**src/rtl/addsub_serial.sv**
```systemverilog
// addsub_serial: digit-serial signed add/sub, WIDTH+1-bit exact result.
// Define ADDSUB_SERIAL_SAT_EN to saturate m to the WIDTH-bit range on overflow.
module addsub_serial #(
  parameter int WIDTH = 4,
  parameter int DIGIT = 1
) (
  input  logic             clk,
  input  logic             rst_n,
  input  logic             start,
  input  logic             sub,
  input  logic [WIDTH-1:0] a,
  input  logic [WIDTH-1:0] b,
  output logic             busy,
  output logic             done,
  output logic [WIDTH:0]   m,
  output logic             ovf
);

  localparam int N  = WIDTH / DIGIT;
  localparam int CW = (N > 1) ? $clog2(N) : 1;

  typedef enum logic {
    IDLE = 1'b0,
    RUN  = 1'b1
  } state_t;

  state_t           state_q, state_d;
  logic [WIDTH-1:0] a_q, a_d;
  logic [WIDTH-1:0] b_q, b_d;
  logic             c_q, c_d;
  logic [CW-1:0]    cnt_q, cnt_d;
  logic [WIDTH-1:0] res_q, res_d;
  logic [WIDTH:0]   m_q, m_d;
  logic             ovf_q, ovf_d;
  logic             done_q, done_d;

  logic [DIGIT-1:0] a_dig;
  logic [DIGIT-1:0] b_dig;
  logic [DIGIT-1:0] s_dig;
  logic             c_out;
  logic [WIDTH-1:0] sum_w;
  logic [WIDTH:0]   m_ext;
  logic [WIDTH:0]   m_fin;
  logic             ovf_fin;
  logic             last;

  assign last = (cnt_q == CW'(N - 1));

  // Current digit sum, full sum with this digit merged in, final result.
  always_comb begin
    a_dig = a_q[int'(cnt_q) * DIGIT +: DIGIT];
    b_dig = b_q[int'(cnt_q) * DIGIT +: DIGIT];
    {c_out, s_dig} = {1'b0, a_dig}
                   + {1'b0, b_dig}
                   + {{DIGIT{1'b0}}, c_q};
    sum_w = res_q;
    sum_w[int'(cnt_q) * DIGIT +: DIGIT] = s_dig;
    // Sign of the widened sum: both sign-extended operands plus carry out.
    m_ext = {a_q[WIDTH-1] ^ b_q[WIDTH-1] ^ c_out, sum_w};
    ovf_fin = m_ext[WIDTH] ^ m_ext[WIDTH-1];
    m_fin = m_ext;
`ifdef ADDSUB_SERIAL_SAT_EN
    if (ovf_fin) begin
      m_fin = m_ext[WIDTH] ? {2'b11, {(WIDTH-1){1'b0}}}
                           : {2'b00, {(WIDTH-1){1'b1}}};
    end
`else
    m_fin = m_ext;
`endif
  end

  // Next-state and datapath update for the IDLE/RUN controller.
  always_comb begin
    state_d = state_q;
    a_d     = a_q;
    b_d     = b_q;
    c_d     = c_q;
    cnt_d   = cnt_q;
    res_d   = res_q;
    m_d     = m_q;
    ovf_d   = ovf_q;
    done_d  = 1'b0;
    unique case (state_q)
      IDLE: begin
        if (start) begin
          a_d     = a;
          b_d     = sub ? ~b : b;
          c_d     = sub;
          cnt_d   = '0;
          state_d = RUN;
        end
      end
      RUN: begin
        res_d = sum_w;
        c_d   = c_out;
        cnt_d = cnt_q + 1'b1;
        if (last) begin
          state_d = IDLE;
          m_d     = m_fin;
          ovf_d   = ovf_fin;
          done_d  = 1'b1;
        end
      end
      default: state_d = IDLE;
    endcase
  end

  // State and datapath registers.
  always_ff @(posedge clk or negedge rst_n) begin
    if (!rst_n) begin
      state_q <= IDLE;
      a_q     <= '0;
      b_q     <= '0;
      c_q     <= 1'b0;
      cnt_q   <= '0;
      res_q   <= '0;
      m_q     <= '0;
      ovf_q   <= 1'b0;
      done_q  <= 1'b0;
    end else begin
      state_q <= state_d;
      a_q     <= a_d;
      b_q     <= b_d;
      c_q     <= c_d;
      cnt_q   <= cnt_d;
      res_q   <= res_d;
      m_q     <= m_d;
      ovf_q   <= ovf_d;
      done_q  <= done_d;
    end
  end

  assign busy = (state_q == RUN);
  assign done = done_q;
  assign m    = m_q;
  assign ovf  = ovf_q;

endmodule

```
**config.mk**
```make
export PLATFORM = sky130hd
export DESIGN_NAME = addsub_serial
export DESIGN_NICKNAME = d
export VERILOG_FILES = /design/src/rtl/addsub_serial.sv
export SDC_FILE = /design/constraint.sdc
export NUM_CORES = 1
export LEC_CHECK = 0
export CORE_AREA = 2 2 53 55
export DETAILED_ROUTE_END_ITERATION = 10
export DIE_AREA = 0 0 55 57
export PLACE_DENSITY = 0.71
export SETUP_SLACK_MARGIN = 0.02
export SLEW_MARGIN = 30
export SYNTH_ARGS = -nofsm -noshare
export SYNTH_HDL_FRONTEND = slang
export SYNTH_SLANG_ARGS = --single-unit
```
**constraint.sdc**
```tcl
create_clock -name clk -period 2.4 [get_ports clk]
set_input_delay 0.36 -clock clk [delete_from_list [all_inputs] [get_ports clk]]
set_output_delay 0.36 -clock clk [all_outputs]
set_load 0.01 [all_outputs]
```
# == Yosys cells after proc, flatten, opt, wreduce, memory -nomap -nowiden ==
# Index checks and enable logic that the tools add are counted.
# W data, S select, Z words.
# word_totals
regBits,23
# op_classes
bitwise_logic,5
muxes,11
n_eq_ne,2
shifts,4
reduce_logical,2
add_sub_neg,4
# op_table
cell,n
$neg A2 Y33,1
$shift A1 B33 Y4 const A,1
$shiftx A1 B33 Y4,1
$shiftx A4 B3 Y1,2
$mux W1,5
$bwmux W4,1
$mux W4,1
$not A4 Y4,1
$pmux W1 S2,2
$pmux W2 S2,1
$reduce_and A2 Y1,2
$xor A1 B1 Y1,3
$add A1 B1 Y2,1
$add A2 B1 Y2,1
$add A2 B1 Y2 const B,1
$eq A2 B2 Y1 const B,1
$mux W2,1
$ne A2 B2 Y1 const B,1
$not A1 Y1,1

# == Depth between registers and ports, before layout ==
# depth
depth_word,6
ltp_mapped,6
depth_no_buf,6

# == Worst setup path before layout ==
# No wires, ideal clock.
# synth_path
path_kind,reg2reg
startpoint,reg cnt_q[0]
endpoint,"reg ovf_q, in the netlist ovf"
setup_ns,0.076
path_slack_ns,0.002
synth_period_minus_slack_ns,2.398
arrival_time_ns,2.322
n_path_buf,0
stages_incl_launch_ff,7
cell_sequence,dfrtp_1 -> mux4_1 -> inv_1 -> fa_1 -> nor4b_4 -> xnor3_1 -> o21ai_1
# synth_via
elab_chain_cells,6
word_cells_on_any_way,12
classes_between,add/sub: 3; eq/ne: 1; shift: 4; mux: 1; bitwise: 2; reduce/logical: 1
# synth_rtl
element,line_no,source
from (decl),31,"logic [CW-1:0] cnt_q, cnt_d;"
from (signal assigned),125,cnt_q <= cnt_d;
$shiftx A4 B3 Y1 (on tied branches),"51, 52",
$add A1 B1 Y2,54,"+ {1'b0, b_dig}"
$add A2 B1 Y2,55,"+ {{DIGIT{1'b0}}, c_q};"
$shiftx A1 B33 Y4,57,sum_w[int'(cnt_q) * DIGIT +: DIGIT] = s_dig;
$bwmux W4,57,
$xor A1 B1 Y1,60,ovf_fin = m_ext[WIDTH] ^ m_ext[WIDTH-1];
to (signal assigned),128,ovf_q <= ovf_d;
to (decl),34,"logic ovf_q, ovf_d;"
# Parallel ways exist; a longest one is shown, timed or not.
# A chain may end at the register's enable or synchronous reset.

# == Worst setup path after layout ==
# Ends and elaborated chain as after synthesis.

==> impl_metrics.csv <==
group,metric,value,unit
synth,syn-cell-area,0.00112,mm2
cells_and_area,finalNetCount,138,
cells_and_area,multi_input_area,529,um2
setup_path,rr_worst_depth,6,
sta,clock.fmax,0.443,GHz
sta,drv_slew,0,
global_route,grt_use_total,0.131,
cells_and_area,num-fill-cells,249,
cells_and_area,mostFrequentLayoutCells,"dfrtp_1 (21), clkdlybuf4s50_1 (19), nand2_1 (12)",
synth,ys_seq_elements,22,
clocking,cts_tree,"built",
sta,finalHoldViolations,0,
floorplan,num_io_pins,20,
synth,netlist_instances,95,
clocking,cts_num_sinks,22,
global_route,grt_max_degree,23,
synth,ys_warn_count,0,
synth,synth.avg_cell_area,11.7,um2
cells_and_area,utilization,0.539,
routing,wl,1.79,mm
floorplan,fp.dieW,55,um
pwr,vdd_drop_max,0.862,mV
setup_path,critPathMaxFanout,3,
routing,drc,0,
sta,fin_crit_sh,0.940,
setup_path,path_class,"reg -> reg",
setup_path,worstReg2RegStart,"cnt_q[0]$_DFFE_PN0P_",
routing,dr.first_iter.drc_count,5,
synth,ys.flop_type,"dfrtp_1",
sta,setup_tns,0,ps
floorplan,core,0.00262,mm2
sta,setup_viol,0,
placed_design,portBuffers,19,
routing,via_per_inst,4.96,
setup_path,worstPathRequired,2640,ps
routing,first_pass_iters,3,
setup_path,worstSetupEndpointType,"register",
global_route,grt_overflow_total,0,
routing,num_vias,744,
sta,layout_min_cycle_time,2260,ps
synth,synth_edf_count,0,
setup_path,r2r_end,"ovf$_DFFE_PN0P_",
cells_and_area,drive_gt1_frac,0.160,
setup_path,reg2reg_slack,140,ps
floorplan,core.rowCount,19,
sta,skew,6.11,ps
global_route,antenna_found_initial,0,
clocking,insertion_delay,300,ps
sta,tightest_slew,443,ps
cells_and_area,ff_latch_area,552,um2
global_route,grt_pass1_wl,2.97,mm
synth,ys_seq_area_frac,0.493,
setup_path,worstSetupEndpoint,"ovf$_DFFE_PN0P_",
synth,yosysUniqueCellTypes,27,
setup_path,start_kind,"register",
synth,ys_async_sr_fraction,1.00,
global_route,grt_pass1_vias,726,
flow_run,max_cap_viol_count,0,
sta,slew_headroom,0.704,
placed_design,gp_congestion,0.787,
clocking,clockRootBuffer,"clkbuf_4",
clocking,h-tree-depth,1,
clocking,clock_path_buffers,2,
cells_and_area,syn2layout_area_growth,26.3,%
pwr,power.leakage,0.648,nW
floorplan,die-height,57,um
setup_path,crit_arrival,2490,ps
min_path,hp-class,"in -> async",
routing,ant_nets,0,
sta,rsz0062_at_grt,"false",
pwr,p_per_area,1350,mW/mm2
routing,avgRoutedWirePerCell,12.0,um
setup_path,worstSetupStartpoint,"cnt_q[0]$_DFFE_PN0P_",
clocking,cts-buffers-inserted,3,
clocking,postCtsHoldBufs,0,
synth,synth_nets,113,
floorplan,start_util,0.427,
floorplan,die-area,0.00314,mm2
clocking,clkTransAtPathRegs,120,ps
cells_and_area,antennaDiodeCount,0,
outcome,status,"finished, final reports clean",
cells_and_area,final_common_cell,"dfrtp_1",
## worst max-delay path, stage by stage, from the launching register on
cell,delay [ps]
dfrtp_2,410
mux4_1,540
inv_1,90
fa_2,480
nor4b_4,300
xnor3_1,250
o21ai_1,120
## power breakdown
part | leakage, nW | internal, W | switching, W
Combinational | 0.356 | 0.000589 | 0.000461
Clock | 0.0210 | 0.0000926 | 0.000108
Sequential | 0.271 | 0.000539 | 0.000115
## what timing repair did
item,in CTS,in global routing
buffers inserted,1,0
resized for setup,1,1
endpoints found under the setup margin,1,2
endpoints found under the hold margin,0,0
pin swaps,1,1
gates cloned,0,0
## kinds of logic (layout without fill, tap and decap cells)
family	after synthesis	after routing	synth area share
mux	8	8	0.106
buf+inv	12	36	0.0404
flops	22	22	0.493
compound gates	19	19	0.108
xor+xnor	7	7	0.0673
simple gates	21	21	0.111
fa+ha+maj	6	6	0.0740
## per-stage QoR
stage	std cells	cell area, um2	hold slack (ps)	total power [W]	setup slack (ps)
finish	150	1410	383	0.00190	145
CTS	150	1400	398	0.00189	30.0
global placement	145	1360	462	0.00163	63.9
floorplan	95	1120	64.4	0.00136	56.1
detailed placement	145	1360	472	0.00166	6.76
global route	150	1410	408	0.00209	51.8
## registers in the layout, summed over array words and instances (netlist names), 2 cells and up
signal  flops
m           5
a_q         4
b_q         4
res_q       3
cnt_q       2
## per-layer routing
metal,wire (um),GRT usage,share of wire
met1,753,0.152,0.42
met5,0,0,0
met2,933,0.226,0.52
met3,82,0.0288,0.046
met4,23,0.0523,0.013
## worst min path at each step
| stage | start | cells after the start | slack [ps] | end |
|---|---|---|---|---|
| 6_report | rst_n | 2 | 380 | res_q[2]$_DFFE_PN0P_ |
| 5_1_grt | rst_n | 2 | 410 | m[2]$_DFFE_PN0P_ |
| 4_1_cts | rst_n | 2 | 400 | res_q[2]$_DFFE_PN0P_ |
| 3_5_place_dp | m[3]$_DFFE_PN0P_ | 1 | 470 | m[3]$_DFFE_PN0P_ |
| 3_3_place_gp | m[3]$_DFFE_PN0P_ | 1 | 460 | m[3]$_DFFE_PN0P_ |
| 2_1_floorplan | rst_n | 0 | 60 | a_q[0]$_DFFE_PN0P_ |
## synth_stat cells, types with 2 or more instances
cell type  number  area [um2]
nand2_1        12        45.0
xnor2_1         6        52.6
mux2_2          5        56.3
ha_1            5        62.6
inv_1           9        33.8
dfrtp_1        22         551
o21ai_0         9        45.0
mux4_1          2        52.6
nor2_1          2        7.51
clkbuf_1        3        11.3
o22a_1          2        17.5
a21oi_1         2        10.0
a22o_1          2        17.5
## cell type report
cell class | count | share of cell area
inverters | 9 | 0.0240
repair buffers | 23 | 0.156
multi-input cells | 61 | 0.375
well taps | 31 | 0.0275
clock buffers | 4 | 0.0257
flip-flops and latches | 22 | 0.391
Power figures use the tool's default switching activity.
